[config.mk]
export PLATFORM = sky130hd
export DESIGN_NAME = bus_arbiter_flat
export DESIGN_NICKNAME = d
export VERILOG_FILES = /design/src/rtl/bus_arbiter_if.sv /design/src/rtl/bus_arbiter.sv /design/src/flat_wrapper.sv
export SDC_FILE = /design/constraint.sdc
export NUM_CORES = 1
export LEC_CHECK = 0
export ABC_AREA = 0
export BUFFER_PORTS_ARGS = -buffer_cell sky130_fd_sc_hd__buf_4
export CAP_MARGIN = 30
export CORE_MARGIN = 5
export CORE_UTILIZATION = 23
export DETAILED_ROUTE_END_ITERATION = 8
export GPL_ROUTABILITY_DRIVEN = 0
export PLACE_DENSITY = 0.77
export SYNTH_ARGS = -nofsm -noshare
export SYNTH_HDL_FRONTEND = slang
export SYNTH_SLANG_ARGS = --single-unit
[constraint.sdc]
create_clock -name clk -period 1.1 [get_ports clk]
set_input_delay 0.11 -clock clk [delete_from_list [all_inputs] [get_ports clk]]
set_output_delay 0.11 -clock clk [all_outputs]
set_load 0.03 [all_outputs]
[src/rtl/bus_arbiter_if.sv]
// Shared-bus signal bundle between the CPU, the PRC and the bus_arbiter.
// slave is the arbiter's view; master is the view of the requesters and the bus.
interface bus_arbiter_if;
    logic [23:0] cpu_address;
    logic [7:0]  cpu_data_out;
    logic        cpu_read;
    logic        cpu_write;
    logic        cpu_bus_idle;
    logic        cpu_wait;

    logic        prc_bus_request;
    logic [23:0] prc_address;
    logic [7:0]  prc_data_out;
    logic        prc_read;
    logic        prc_write;
    logic        prc_bus_ack;

    logic [23:0] bus_address;
    logic [7:0]  bus_data_out;
    logic        bus_read;
    logic        bus_write;
    logic        timeout_flag;

    modport slave (
        input  cpu_address, cpu_data_out, cpu_read, cpu_write, cpu_bus_idle,
        input  prc_bus_request, prc_address, prc_data_out, prc_read, prc_write,
        output cpu_wait, prc_bus_ack,
        output bus_address, bus_data_out, bus_read, bus_write, timeout_flag
    );

    modport master (
        output cpu_address, cpu_data_out, cpu_read, cpu_write, cpu_bus_idle,
        output prc_bus_request, prc_address, prc_data_out, prc_read, prc_write,
        input  cpu_wait, prc_bus_ack,
        input  bus_address, bus_data_out, bus_read, bus_write, timeout_flag
    );
endinterface

[src/rtl/bus_arbiter.sv]
// Hands the shared bus between the CPU and the PRC via a halt/grant/release sequence.
// Define BUS_ARB_TIMEOUT_EN to force-revoke PRC grants after TIMEOUT_CYCLES cycles.
module bus_arbiter #(
    parameter logic [15:0] TIMEOUT_CYCLES = 16'd4095
) (
    input logic          clk,
    input logic          reset,
    bus_arbiter_if.slave bus
);
    typedef enum logic [1:0] {
        CPU_OWN  = 2'd0,
        HALT_REQ = 2'd1,
        PRC_OWN  = 2'd2,
        RELEASE  = 2'd3
    } state_t;

    state_t state;
    state_t state_next;
    logic   cpu_wait_r;
    logic   prc_bus_ack_r;
    logic   expire;
    logic   lockout;
    logic   timeout_flag_r;

`ifdef BUS_ARB_TIMEOUT_EN
    logic [15:0] hold_cnt;

    // Expiry only counts while the PRC still wants the bus; a simultaneous drop is a normal release.
    assign expire = (state == PRC_OWN) && bus.prc_bus_request &&
                    (hold_cnt == TIMEOUT_CYCLES - 16'd1);

    always_ff @(posedge clk) begin
        if (reset) begin
            hold_cnt       <= '0;
            lockout        <= 1'b0;
            timeout_flag_r <= 1'b0;
        end else begin
            hold_cnt <= (state == PRC_OWN) ? hold_cnt + 16'd1 : '0;
            if (expire) begin
                timeout_flag_r <= 1'b1;
                lockout        <= 1'b1;
            end else if (!bus.prc_bus_request) begin
                lockout <= 1'b0;
            end
        end
    end
`else
    logic unused_timeout_cfg;

    assign unused_timeout_cfg = ^TIMEOUT_CYCLES;
    assign expire             = 1'b0;
    assign lockout            = 1'b0;
    assign timeout_flag_r     = 1'b0;
`endif

    always_ff @(posedge clk) begin
        if (reset) begin
            state         <= CPU_OWN;
            cpu_wait_r    <= 1'b0;
            prc_bus_ack_r <= 1'b0;
        end else begin
            state         <= state_next;
            // Handshake outputs follow the state one cycle later.
            cpu_wait_r    <= (state != CPU_OWN);
            prc_bus_ack_r <= (state == PRC_OWN);
        end
    end

    always_comb begin
        state_next = state;
        unique case (state)
            CPU_OWN: begin
                if (bus.prc_bus_request && !lockout) state_next = HALT_REQ;
            end
            HALT_REQ: begin
                if (!bus.prc_bus_request)
                    state_next = CPU_OWN;
                else if (bus.cpu_bus_idle && !bus.cpu_read && !bus.cpu_write)
                    state_next = PRC_OWN;
            end
            PRC_OWN: begin
                if (!bus.prc_bus_request || expire) state_next = RELEASE;
            end
            RELEASE: state_next = CPU_OWN;
            default: state_next = CPU_OWN;
        endcase
    end

    always_comb begin
        bus.bus_address  = bus.cpu_address;
        bus.bus_data_out = bus.cpu_data_out;
        bus.bus_read     = bus.cpu_read;
        bus.bus_write    = bus.cpu_write;
        if (state == PRC_OWN) begin
            bus.bus_address  = bus.prc_address;
            bus.bus_data_out = bus.prc_data_out;
            bus.bus_read     = bus.prc_read;
            bus.bus_write    = bus.prc_write;
        end else if (state == RELEASE) begin
            bus.bus_address  = '0;
            bus.bus_data_out = '0;
            bus.bus_read     = 1'b0;
            bus.bus_write    = 1'b0;
        end
    end

    assign bus.cpu_wait     = cpu_wait_r;
    assign bus.prc_bus_ack  = prc_bus_ack_r;
    assign bus.timeout_flag = timeout_flag_r;
endmodule

[src/flat_wrapper.sv]
// flat-port wrapper written by rule: the top's interface ports become plain ports
module bus_arbiter_flat 
#(
    parameter logic [15:0] TIMEOUT_CYCLES = 16'd4095
)
  (clk, reset, bus_cpu_address, bus_cpu_data_out, bus_cpu_read, bus_cpu_write, bus_cpu_bus_idle, bus_prc_bus_request, bus_prc_address, bus_prc_data_out, bus_prc_read, bus_prc_write, bus_cpu_wait, bus_prc_bus_ack, bus_bus_address, bus_bus_data_out, bus_bus_read, bus_bus_write, bus_timeout_flag);
  bus_arbiter_if bus_i ();
  input logic clk;
  input logic reset;
  input wire logic [$bits(bus_i.cpu_address)-1:0] bus_cpu_address;
  input wire logic [$bits(bus_i.cpu_data_out)-1:0] bus_cpu_data_out;
  input wire logic [$bits(bus_i.cpu_read)-1:0] bus_cpu_read;
  input wire logic [$bits(bus_i.cpu_write)-1:0] bus_cpu_write;
  input wire logic [$bits(bus_i.cpu_bus_idle)-1:0] bus_cpu_bus_idle;
  input wire logic [$bits(bus_i.prc_bus_request)-1:0] bus_prc_bus_request;
  input wire logic [$bits(bus_i.prc_address)-1:0] bus_prc_address;
  input wire logic [$bits(bus_i.prc_data_out)-1:0] bus_prc_data_out;
  input wire logic [$bits(bus_i.prc_read)-1:0] bus_prc_read;
  input wire logic [$bits(bus_i.prc_write)-1:0] bus_prc_write;
  output wire logic [$bits(bus_i.cpu_wait)-1:0] bus_cpu_wait;
  output wire logic [$bits(bus_i.prc_bus_ack)-1:0] bus_prc_bus_ack;
  output wire logic [$bits(bus_i.bus_address)-1:0] bus_bus_address;
  output wire logic [$bits(bus_i.bus_data_out)-1:0] bus_bus_data_out;
  output wire logic [$bits(bus_i.bus_read)-1:0] bus_bus_read;
  output wire logic [$bits(bus_i.bus_write)-1:0] bus_bus_write;
  output wire logic [$bits(bus_i.timeout_flag)-1:0] bus_timeout_flag;
  assign bus_i.cpu_address = bus_cpu_address;
  assign bus_i.cpu_data_out = bus_cpu_data_out;
  assign bus_i.cpu_read = bus_cpu_read;
  assign bus_i.cpu_write = bus_cpu_write;
  assign bus_i.cpu_bus_idle = bus_cpu_bus_idle;
  assign bus_i.prc_bus_request = bus_prc_bus_request;
  assign bus_i.prc_address = bus_prc_address;
  assign bus_i.prc_data_out = bus_prc_data_out;
  assign bus_i.prc_read = bus_prc_read;
  assign bus_i.prc_write = bus_prc_write;
  assign bus_cpu_wait = bus_i.cpu_wait;
  assign bus_prc_bus_ack = bus_i.prc_bus_ack;
  assign bus_bus_address = bus_i.bus_address;
  assign bus_bus_data_out = bus_i.bus_data_out;
  assign bus_bus_read = bus_i.bus_read;
  assign bus_bus_write = bus_i.bus_write;
  assign bus_timeout_flag = bus_i.timeout_flag;
  bus_arbiter #(.TIMEOUT_CYCLES(TIMEOUT_CYCLES)) u_core (.clk(clk), .reset(reset), .bus(bus_i));
endmodule
[Yosys cells after proc, flatten, opt, wreduce, memory -nomap -nowiden]
Index checks and enable logic that the tools add are counted.
W data, S select, Z words.
Word-level totals
  output and inout port bits: 37
  bits in registers: 4
  word-level logic and storage cells: 29
Operators by class
  reductions and logical operators: 7
  equality and inequality tests: 6
  mux-type cells: 13
Operator list (count)
  $mux W24: 2
  $mux W8: 2
  $mux W2: 4
  $pmux W2 S4: 1
  $eq A2 B2 Y1 const B: 2
  $mux W1: 4
  $ne A2 B2 Y1 const B: 2
  $ne A3 B2 Y1 const B: 1
  $reduce_and A3 Y1: 1
  $eq A2 B1 Y1 const B: 1
  $logic_and A1 B1 Y1: 2
  $logic_not A1 Y1: 2
  $logic_not A2 Y1: 1
  $reduce_bool A2 Y1: 1

[Longest topological paths before layout]
Gate-level depths: netlist of run 1.
  word-level depth: 6
  depth in mapped cells: 4
  mapped depth without buffers: 2

[Least setup slack after synthesis of run 1]
Ideal clock, no wire load.
  path kind: flip-flop to output port
  start: reg (tool-made name)
  end: out bus_bus_address[10]
  path slack: -111 ps
  path buffers: 2
  data required time: 990 ps
  arrival: 1101 ps
  cell stages (with the launch flop): 5
  cell sequence: dfxtp_1 -> nor2b_4 -> buf_6 -> buf_8 -> a22o_1
RTL lines
  to (decl): RTL line flat_wrapper.sv:22  | output wire logic [$bits(bus_i.bus_address)-1:0] bus_bus_address;

==> metrics.md, run 1 <==
| Metric | Value |
|---|---|
| H-tree depth | `1` |
| DIE AREA | `0.00356 mm²` |
| Fin nets | `242` |
| Setup Viol. Count Final | `36` |
| # clock sinks | `4` |
| Setup crit start kind | `register` |
| Hold Startpoint | `reset` |
| Die Wd | `around 60 µm` |
| Worst Hold Endpoint | `u_core.bus.prc_bus_ack$_SDFF_PP0_` |
| Int Pwr | `0.684 mW` |
| Sequential area share after synthesis | `14.1%` |
| Switching Share | `roughly a third` |
| WS Path Type | `reg2reg` |
| Initial antenna violation count | `0` |
| Syn_area_per_cell | `9.63 µm²` |
| Power Density | `647 mW/mm²` |
| Clock share of power | `~17%` |
| Max Clk Rate | `720 MHz` |
| Router iterations before antenna repair | `4` |
| Final Max Tran Viols | `0` |
| Status | `complete, but fails checks` |
| Tmin final | `about 1.4 ns` |
| VDD IR-drop max | `0.642 mV` |
| Critical path capture point type | `register` |
| Clock slew at reported path FFs | `0.04 ns` |
| CORE AREA | `0.00241 mm²` |
| R2R depth | `5` |
| TritonCTS clock tree | `built` |
| Post-Syn Instances | `59` |
| First-pass GRT wire length | `about 4400 µm` |
| Die Y | `59.7 µm` |
| Final worst slack | `-0.290 ns` |
| Synth cell types | `18` |
| Worst Skew | `0.00267 ns` |
| GRT Total Usage | `15.9%` |
| Aggregate routed wire length | `about 3100 µm` |
| Worst hold path cell count | `2` |
| Drt wl/cell | `about 16 µm` |
| Ys Warns | `0` |
| Port Buf Inserts | `107` |
| Via density | `~4.8` |
| CP Max Fanout | `3` |
| Yosys reg bits | `4` |
| RSZ-0062 raised after global routing | `yes` |
| Psw | `0.366 mW` |
| Fill cell count | `188` |
| Detailed placer's ending HPWL | `2430 µm` |
| R2R Setup Slk | `-0.29 ns` |
| Largest net degree at the start of global routing | `37` |
| Row count | `18` |
| Leak | `between 0.8 and 0.9 nW` |
| Net Count, Synth | `131` |
| Final Hold Vio Count | `0` |
| Tot Pwr | `1.05 mW` |
| Max clock buf depth | `2` |
| Starting Density | `23.6%` |
| Most frequent cells in the layout | `buf_4 (75), buf_6 (37), a22o_2 (27)` |
| Flop pwr share | `~15%` |
| P&R area growth vs syn | `186%` |
| Most common cell after layout, fill and taps aside | `buf_4` |
| Root buf cell | `clkbuf_4` |
| Ports | `about 110` |
| Mapped cell area | `between 500 and 600 µm²` |
| Total number of vias | `954` |
| Logic pwr share | `67.9%` |
| Antenna-violating nets left | `0` |
| Failing checks | `negative setup slack` |
| Total CTS buffers | `3` |
| Share of cells above drive strength 1 | `91.1%` |
| Placed insts | `193` |
| Vias in the first global route | `960` |
| First DRT Iteration DRCs | `27` |
| WHS | `0.0855 ns` |
| Period Utilization, post-route | `126%` |
| Worst Path Required | `1.23 ns` |
| Non-filler instance count after layout | `198` |
| Clock latency at the later pin of the worst-skew pair | `0.23 ns` |
| Crit path DAT | `1.52 ns` |
| ANT cells | `0` |
| Post-CTS Hold Fix Bufs | `0` |
| # DRC | `0` |
| Hold Crit Class | `in2reg` |
| GR Overflow Total | `0` |
| Max cap viols | `0` |
-- worst max-delay path by stage --
| stage | from | endpoint | slack [ns] |
|---|---|---|---|
| 2_1_floorplan | register | bus_bus_address[10] | -0.04 |
| 3_3_place_gp | register | bus_bus_address[16] | -0.17 |
| 3_5_place_dp | register | bus_bus_address[16] | -0.21 |
| 4_1_cts | register | bus_bus_data_out[7] | -0.27 |
| 5_1_grt | register | bus_bus_data_out[7] | -0.34 |
| 6_report | register | register | -0.29 |
-- routing by layer --
layer | vias up | share of wire [%] | GRT usage, %
li1 | 465 | - | -
met1 | 421 | 30 | 17.4
met2 | 68 | 54 | 29.6
met3 | 0 | 16 | 5.40
met4 | 0 | 0 | 2.85
met5 | - | 0 | 0
-- synthesized netlist by cell type --
library cell | n | area, µm²
xor2_1 | 1 | 8.76
buf_4 | 1 | 7.51
nor2_1 | 3 | 11.3
nor3_1 | 1 | 5.00
conb_1 | 1 | 3.75
dfxtp_1 | 4 | 80.1
nor2b_4 | 1 | 13.8
inv_2 | 1 | 3.75
buf_8 | 3 | 45.0
buf_6 | 1 | 11.3
or4bb_1 | 1 | 11.3
nor3b_1 | 1 | 7.51
a22o_4 | 1 | 17.5
or3b_2 | 1 | 8.76
buf_2 | 3 | 15.0
o32ai_1 | 1 | 8.76
a22o_2 | 9 | 90.1
a22o_1 | 25 | 219
-- worst max-delay path: stages, from the launching register on --
cell and delay, ns:
dfxtp_4 0.35, buf_4 0.13, buf_6 0.10, buf_6 0.10
or4bb_1 0.50, o32ai_2 0.11
-- cells by family (layout without fill, tap and decap cells) --
kind of cell | Yosys count | after routing | share of synthesized area (%)
AO/OA/AOI/OAI | 36 | 36 | 59.0
XOR/XNOR | 1 | 1 | 1.54
buffers and inverters | 9 | 118 | 14.5
flip-flops | 4 | 4 | 14.1
other | 1 | 1 | 0.660
AND/OR/NAND/NOR | 8 | 8 | 10.1
-- stage by stage --
stage	setup slack, ns	utilization (%)	setup TNS [ns]	area, µm²
6_report	-0.290	67.4	-8.84	1620
5_1_grt	-0.338	67.4	-10.93	1620
4_1_cts	-0.275	66.7	-8.69	1610
3_5_place_dp	-0.207	59.4	-6.52	1430
3_3_place_gp	-0.168	59.4	-5.11	1430
2_1_floorplan	-0.0403	-	-1.09	608
-- timing repair --
| action | 4_1_cts | 5_1_grt |
|---|---|---|
| resized for setup | 39 | 3 |
| setup buffers | 1 | 1 |
| pin swaps | 2 | 4 |
| endpoints found under the setup margin | 35 | 36 |
| gates cloned | 0 | 0 |
-- power by group through the flow --
stage	Combinational (mW)	Clock [mW]	Sequential, mW
after detailed placement	0.646	0	0.161
after global routing	0.748	0.200	0.161
after floorplan	0.303	0	0.169
final	0.713	0.178	0.159
after global placement	0.640	0	0.161
after CTS	0.712	0.183	0.161
-- final cells by class --
cell class / instances / area, µm² / area share, %
clock buffers: 3 / 22.5 / 1.39
inverters: 1 / 6.26 / 0.385
multi-input cells: 46 / 453 / 27.9
flip-flops and latches: 4 / 85.1 / 5.24
well taps: 30 / 37.5 / 2.31
repair buffers: 114 / 1020 / 62.8
No activity file was read; power rests on OpenSTA's default activity.
==> run 2: changes to the inputs <==
CORE_ASPECT_RATIO = 1.4   (was unset)
==> run 2 against run 1 <==
  * The run still ends with negative setup slack left
  * Wire length decreased by 2.4%
  * Register-to-register slack improved by 0.08 ns
  * Power decreased by 0.83%
  * Critical path depth decreased by 1
  * Sequential cell count unchanged
  * Hold slack got worse by 0.0031 ns
  * Clock power increased by 4%
  * Final cell count increased by 1.5%
  * Critical path type is now reg2out
  * First-iteration DRC count decreased by 48%
==> metrics.md, run 2 (same netlist as run 1, synthesis figures left out) <==
| Metric | Value |
|---|---|
| Status | `complete, but fails checks` |
| Failing checks | `negative setup slack` |
| Largest net degree at the start of global routing | `37` |
| CP cell instances | `nor2b_4, buf_4, a22o_2, buf_4` |
| Clock latency at the later pin of the worst-skew pair | `0.24 ns` |
| H-tree depth | `1` |
| Power Density | `660 mW/mm²` |
| Ports | `roughly 110` |
| GR Overflow Total | `0` |
| Final instance area | `~0.0016 mm²` |
| Max cap viols | `0` |
| Die Y | `approximately 70 µm` |
| Period Utilization, post-route | `126%` |
| WHS | `0.0824 ns` |
| P&R area growth vs syn | `178%` |
| Max Clk Rate | `723 MHz` |
| Most common cell after layout, fill and taps aside | `buf_4` |
| Leak | `0.795 nW` |
| Detailed placer's ending HPWL | `2430 µm` |
| Vias in the first global route | `967` |
| Share of cells above drive strength 1 | `90.4%` |
| Starting Density | `between 20% and 30%` |
| Setup crit start kind | `register` |
| Clock slew at reported path FFs | `0.04 ns` |
| Total CTS buffers | `3` |
| Tmin final | `1.38 ns` |
| Max incr delay on CP | `0.35 ns` |
| Worst Skew | `0.00221 ns` |
| Most frequent cells in the layout | `buf_4 (85), buf_6 (27), a22o_2 (26)` |
| CP Max Fanout | `9` |
| Root buf cell | `clkbuf_4` |
| Total number of vias | `965` |
| Final worst slack | `-0.282 ns` |
| Initial antenna violation count | `0` |
| Row count | `21` |
| Max clock buf depth | `2` |
| RSZ-0062 raised after global routing | `yes` |
| VDD IR-drop max | `about 0.43 mV` |
| ANT cells | `0` |
| Aggregate routed wire length | `3040 µm` |
| Die Wd | `52 µm` |
| Placed Area | `0.00143 mm²` |
| Crit path max-delay cell type | `dfxtp_4` |
| First-pass GRT wire length | `4270 µm` |
| Antenna-violating nets left | `0` |
| Hold Crit Class | `in2reg` |
| Worst Path Required | `between 0.9 and 1 ns` |
| # DRC | `0` |
| WS Path Type | `reg2out` |
| Tot Pwr | `approximately 1.0 mW` |
| Setup Viol. Count Final | `36` |
| Port Buf Inserts | `107` |
| # clock sinks | `4` |
| Fin nets | `241` |
| First DRT Iteration DRCs | `14` |
| Router iterations before antenna repair | `4` |
| GRT Total Usage | `approximately 16%` |
| Via density | `4.80` |
| TritonCTS clock tree | `built` |
| CORE AREA | `0.00239 mm²` |
| Final Hold Vio Count | `0` |
| Final Max Tran Viols | `0` |
| DIE AREA | `0.00358 mm²` |
| Hold Startpoint | `reset` |
| Critical path capture point type | `output pin` |
| Drt wl/cell | `15.1 µm` |
| Crit path top cell by count | `buf_4` |
| Crit path DAT | `1.27 ns` |
-- run 2: cell types whose count changed in the layout (fill, tap and decap cells not counted) --
cell     before  now
buf_12        2    1
a22o_4        3    4
dfxtp_1       2    3
a22o_2       27   26
buf_6        37   27
dfxtp_2       1    0
buf_4        75   85
-- run 2: worst max-delay path, delay by kind of cell (launching register included) --
kind | cells | cell delay [ns]
AO/OA/AOI/OAI | 1 | 0.23
buffers and inverters | 2 | 0.32
flip-flops | 1 | 0.35
AND/OR/NAND/NOR | 1 | 0.13
-- run 2: per-layer routing --
| layer | vias up | track usage (%) | wire (µm) |
|---|---|---|---|
| met5 | - | 0 | 0 |
| met3 | 4 | 5.16 | 448 |
| met1 | 422 | 17.7 | 1080 |
| li1 | 463 | - | - |
| met4 | 0 | 6.89 | 42 |
| met2 | 76 | 26.1 | 1470 |
-- run 2: area by class of cell --
cell class                      instances  area (µm²)
Clock buffer                            3        22.5
Fill cell                             204         813
Inverter                                1        6.26
Multi-Input combinational cell         46         460
Sequential cell                         4        83.8
Tap cell                               34        42.5
Timing Repair Buffer                  113         962
-- run 2: worst paths after layout --
check / end / cells after the start / slack, ns
worst min-delay path: u_core.bus.cpu_wait$_SDFF_PP0_ / 2 / 0.08
worst max register to register: register / 4 / -0.21
worst min register to register: register / 2 / 0.65
worst max-delay path: bus_bus_data_out[4] / 4 / -0.28
-- run 2: metrics by stage --
step	utilization (%)	TNS [ns]	std cells	worst slack, ns
after floorplan	-	-1.09	59	-0.0403
after global placement	59.6	-4.53	197	-0.155
after detailed placement	59.6	-5.81	197	-0.187
after CTS	64.8	-9.11	200	-0.292
after global routing	66.0	-10.43	201	-0.332
final	66.0	-9.17	201	-0.282
-- run 2: power by group --
group	total, mW	internal (mW)	switching (mW)
Combinational	0.698	0.398	0.300
Sequential	0.158	0.151	0.00649
Clock	0.185	0.122	0.0632
-- run 2: repair_timing --
item / CTS / global route
resized for setup: 28 / 4
gates cloned: 0 / 0
setup buffers: 0 / 1
pin swaps: 0 / 2
hold buffers: 0 / 0
setup endpoints to repair: 35 / 35
==> run 3: changes to the inputs <==
GPL_TIMING_DRIVEN = 0   (was unset)
MAX_ROUTING_LAYER = met4   (was unset)
SLEW_MARGIN = 30   (was unset)
==> run 3 against run 2 <==
  * Hold slack worse by 0.0044 ns
  * Largest cell class unchanged
  * Maximum frequency down 1.6%
  * Die area stayed put
  * Wire length is 0.92% lower
  * Worst setup slack got worse by 0.022 ns
  * The run still ends with negative setup slack left
  * Critical endpoint is now bus_bus_data_out[6]
  * Sequential cell count unchanged
  * Largest power group unchanged
==> metrics.md, run 3 (same netlist as run 1, synthesis figures left out) <==
| Metric | Value |
|---|---|
| Crit path max-delay cell type | `dfxtp_4` |
| Status | `complete, but fails checks` |
| # clock sinks | `4` |
| CP delay by family, top | `flip-flops` |
| Root buf cell | `clkbuf_4` |
| Total number of vias | `a little under 1k` |
| Final Max Tran Viols | `0` |
| Ports | `109` |
| Leak | `0.816 nW` |
| Die Wd | `52 µm` |
| Psw | `0.368 mW` |
| GRT Total Usage | `15.7%` |
| Share of cells above drive strength 1 | `around nine tenths` |
| Drt wl/cell | `between 10 and 15 µm` |
| Initial antenna violation count | `0` |
| WS Path Type | `reg2out` |
| Starting Density | `about a quarter` |
| Clock slew at reported path FFs | `0.04 ns` |
| Worst Path Buf+Inv | `2` |
| Worst Path Required | `0.99 ns` |
| Failing checks | `negative setup slack` |
| First-pass GRT wire length | `4210 µm` |
| Detailed placer's ending HPWL | `about 2600 µm` |
| Row count | `21` |
| H-tree depth | `1` |
| Tot Pwr | `1.05 mW` |
| Largest net degree at the start of global routing | `11` |
| DIE AREA | `0.00358 mm²` |
| Most frequent cells in the layout | `buf_4 (78), buf_6 (33), a22o_2 (26)` |
| Port Buf Inserts | `107` |
| Max clock buf depth | `2` |
| Tmin final | `roughly 1.4 ns` |
| Hold Crit Class | `in2reg` |
| Placed Area | `0.00145 mm²` |
| Final worst slack | `-0.304 ns` |
| Via density | `between 4 and 5` |
| P&R area growth vs syn | `186%` |
| Crit path DAT | `1.29 ns` |
| Setup Viol. Count Final | `35` |
| # DRC | `0` |
| Power Density | `646 mW/mm²` |
| Fill cell count | `207` |
| Max Clk Rate | `712 MHz` |
| Worst Skew | `0.00366 ns` |
| WHS | `0.0780 ns` |
| Antenna-violating nets left | `0` |
| Switching Share | `between 30% and 40%` |
| Final Hold Vio Count | `0` |
| Most common cell after layout, fill and taps aside | `buf_4` |
| RSZ-0062 raised after global routing | `yes` |
| Setup crit start kind | `register` |
| Fin nets | `245` |
| Period Utilization, post-route | `128%` |
| Critical path capture point type | `output pin` |
| Router iterations before antenna repair | `3` |
| Clock share of power | `17.5%` |
| Max cap viols | `0` |
| CORE AREA | `0.00239 mm²` |
| Logic pwr share | `67.3%` |
| CP Max Fanout | `10` |
| Vias in the first global route | `1,002` |
| Clock latency at the later pin of the worst-skew pair | `0.24 ns` |
| Die Y | `68.8 µm` |
| First DRT Iteration DRCs | `18` |
| Flop pwr share | `15.3%` |
| VDD IR-drop max | `0.583 mV` |
| Max incr delay on CP | `0.34 ns` |
| GR Overflow Total | `0` |
| Aggregate routed wire length | `around 3000 µm` |
| Total CTS buffers | `3` |
| Int Pwr | `slightly below 0.7 mW` |
| Final instance area | `0.00162 mm²` |
| CP cell instances | `nor2b_4, buf_8, a22o_2, buf_6` |
| ANT cells | `0` |
| TritonCTS clock tree | `built` |
## run 3: power groups by stage
stage / clock (mW) / sequential, mW / combinational [mW]
after floorplan: 0 / 0.169 / 0.303
after global placement: 0 / 0.164 / 0.633
after detailed placement: 0 / 0.164 / 0.643
after CTS: 0.194 / 0.160 / 0.705
after global routing: 0.200 / 0.161 / 0.743
final: 0.184 / 0.160 / 0.706
## run 3: routing by layer
layer	global-route usage (%)	up-vias	routed length, µm
li1	-	469	-
met3	5.59	0	494
met4	3.93	0	0
met2	28.1	74	1500
met1	16.1	436	1020
met5	-	-	0
## run 3: worst paths after layout
check | from | slack [ns] | depth (start not counted) | endpoint
worst max-delay path | register | -0.30 | 4 | bus_bus_data_out[6]
worst max register to register | register | -0.08 | 3 | register
worst min register to register | u_core.state[0]$_SDFFE_PP0P_ | 0.50 | 1 | u_core.bus.prc_bus_ack$_SDFF_PP0_
worst min-delay path | reset | 0.08 | 2 | u_core.bus.prc_bus_ack$_SDFF_PP0_
## run 3: through the flow
step | TNS [ns] | worst slack (ns) | util (%) | instances
6_report | -9.47 | -0.304 | 67.9 | 205
5_1_grt | -11.52 | -0.365 | 67.9 | 205
3_3_place_gp | -4.42 | -0.155 | 60.8 | 200
3_5_place_dp | -5.43 | -0.188 | 60.8 | 200
2_1_floorplan | -1.09 | -0.0403 | - | 59
4_1_cts | -10.10 | -0.317 | 67.5 | 205
## run 3: layout make-up
cell class / count / area [µm²] / share of cell area, %
Buffer: 7 / 67.6 / 4.16
Timing Repair Buffer: 110 / 950 / 58.5
Inverter: 1 / 3.75 / 0.231
Sequential cell: 4 / 85.1 / 5.24
Multi-Input combinational cell: 46 / 453 / 27.9
Clock buffer: 3 / 22.5 / 1.39
Tap cell: 34 / 42.5 / 2.62
## run 3: repair_timing
action / in CTS / in global routing
setup endpoints to repair: 34 / 35
hold buffers: 0 / 0
pin swaps: 1 / 0
gates cloned: 0 / 0
resized for setup: 35 / 2
setup buffers: 3 / 0
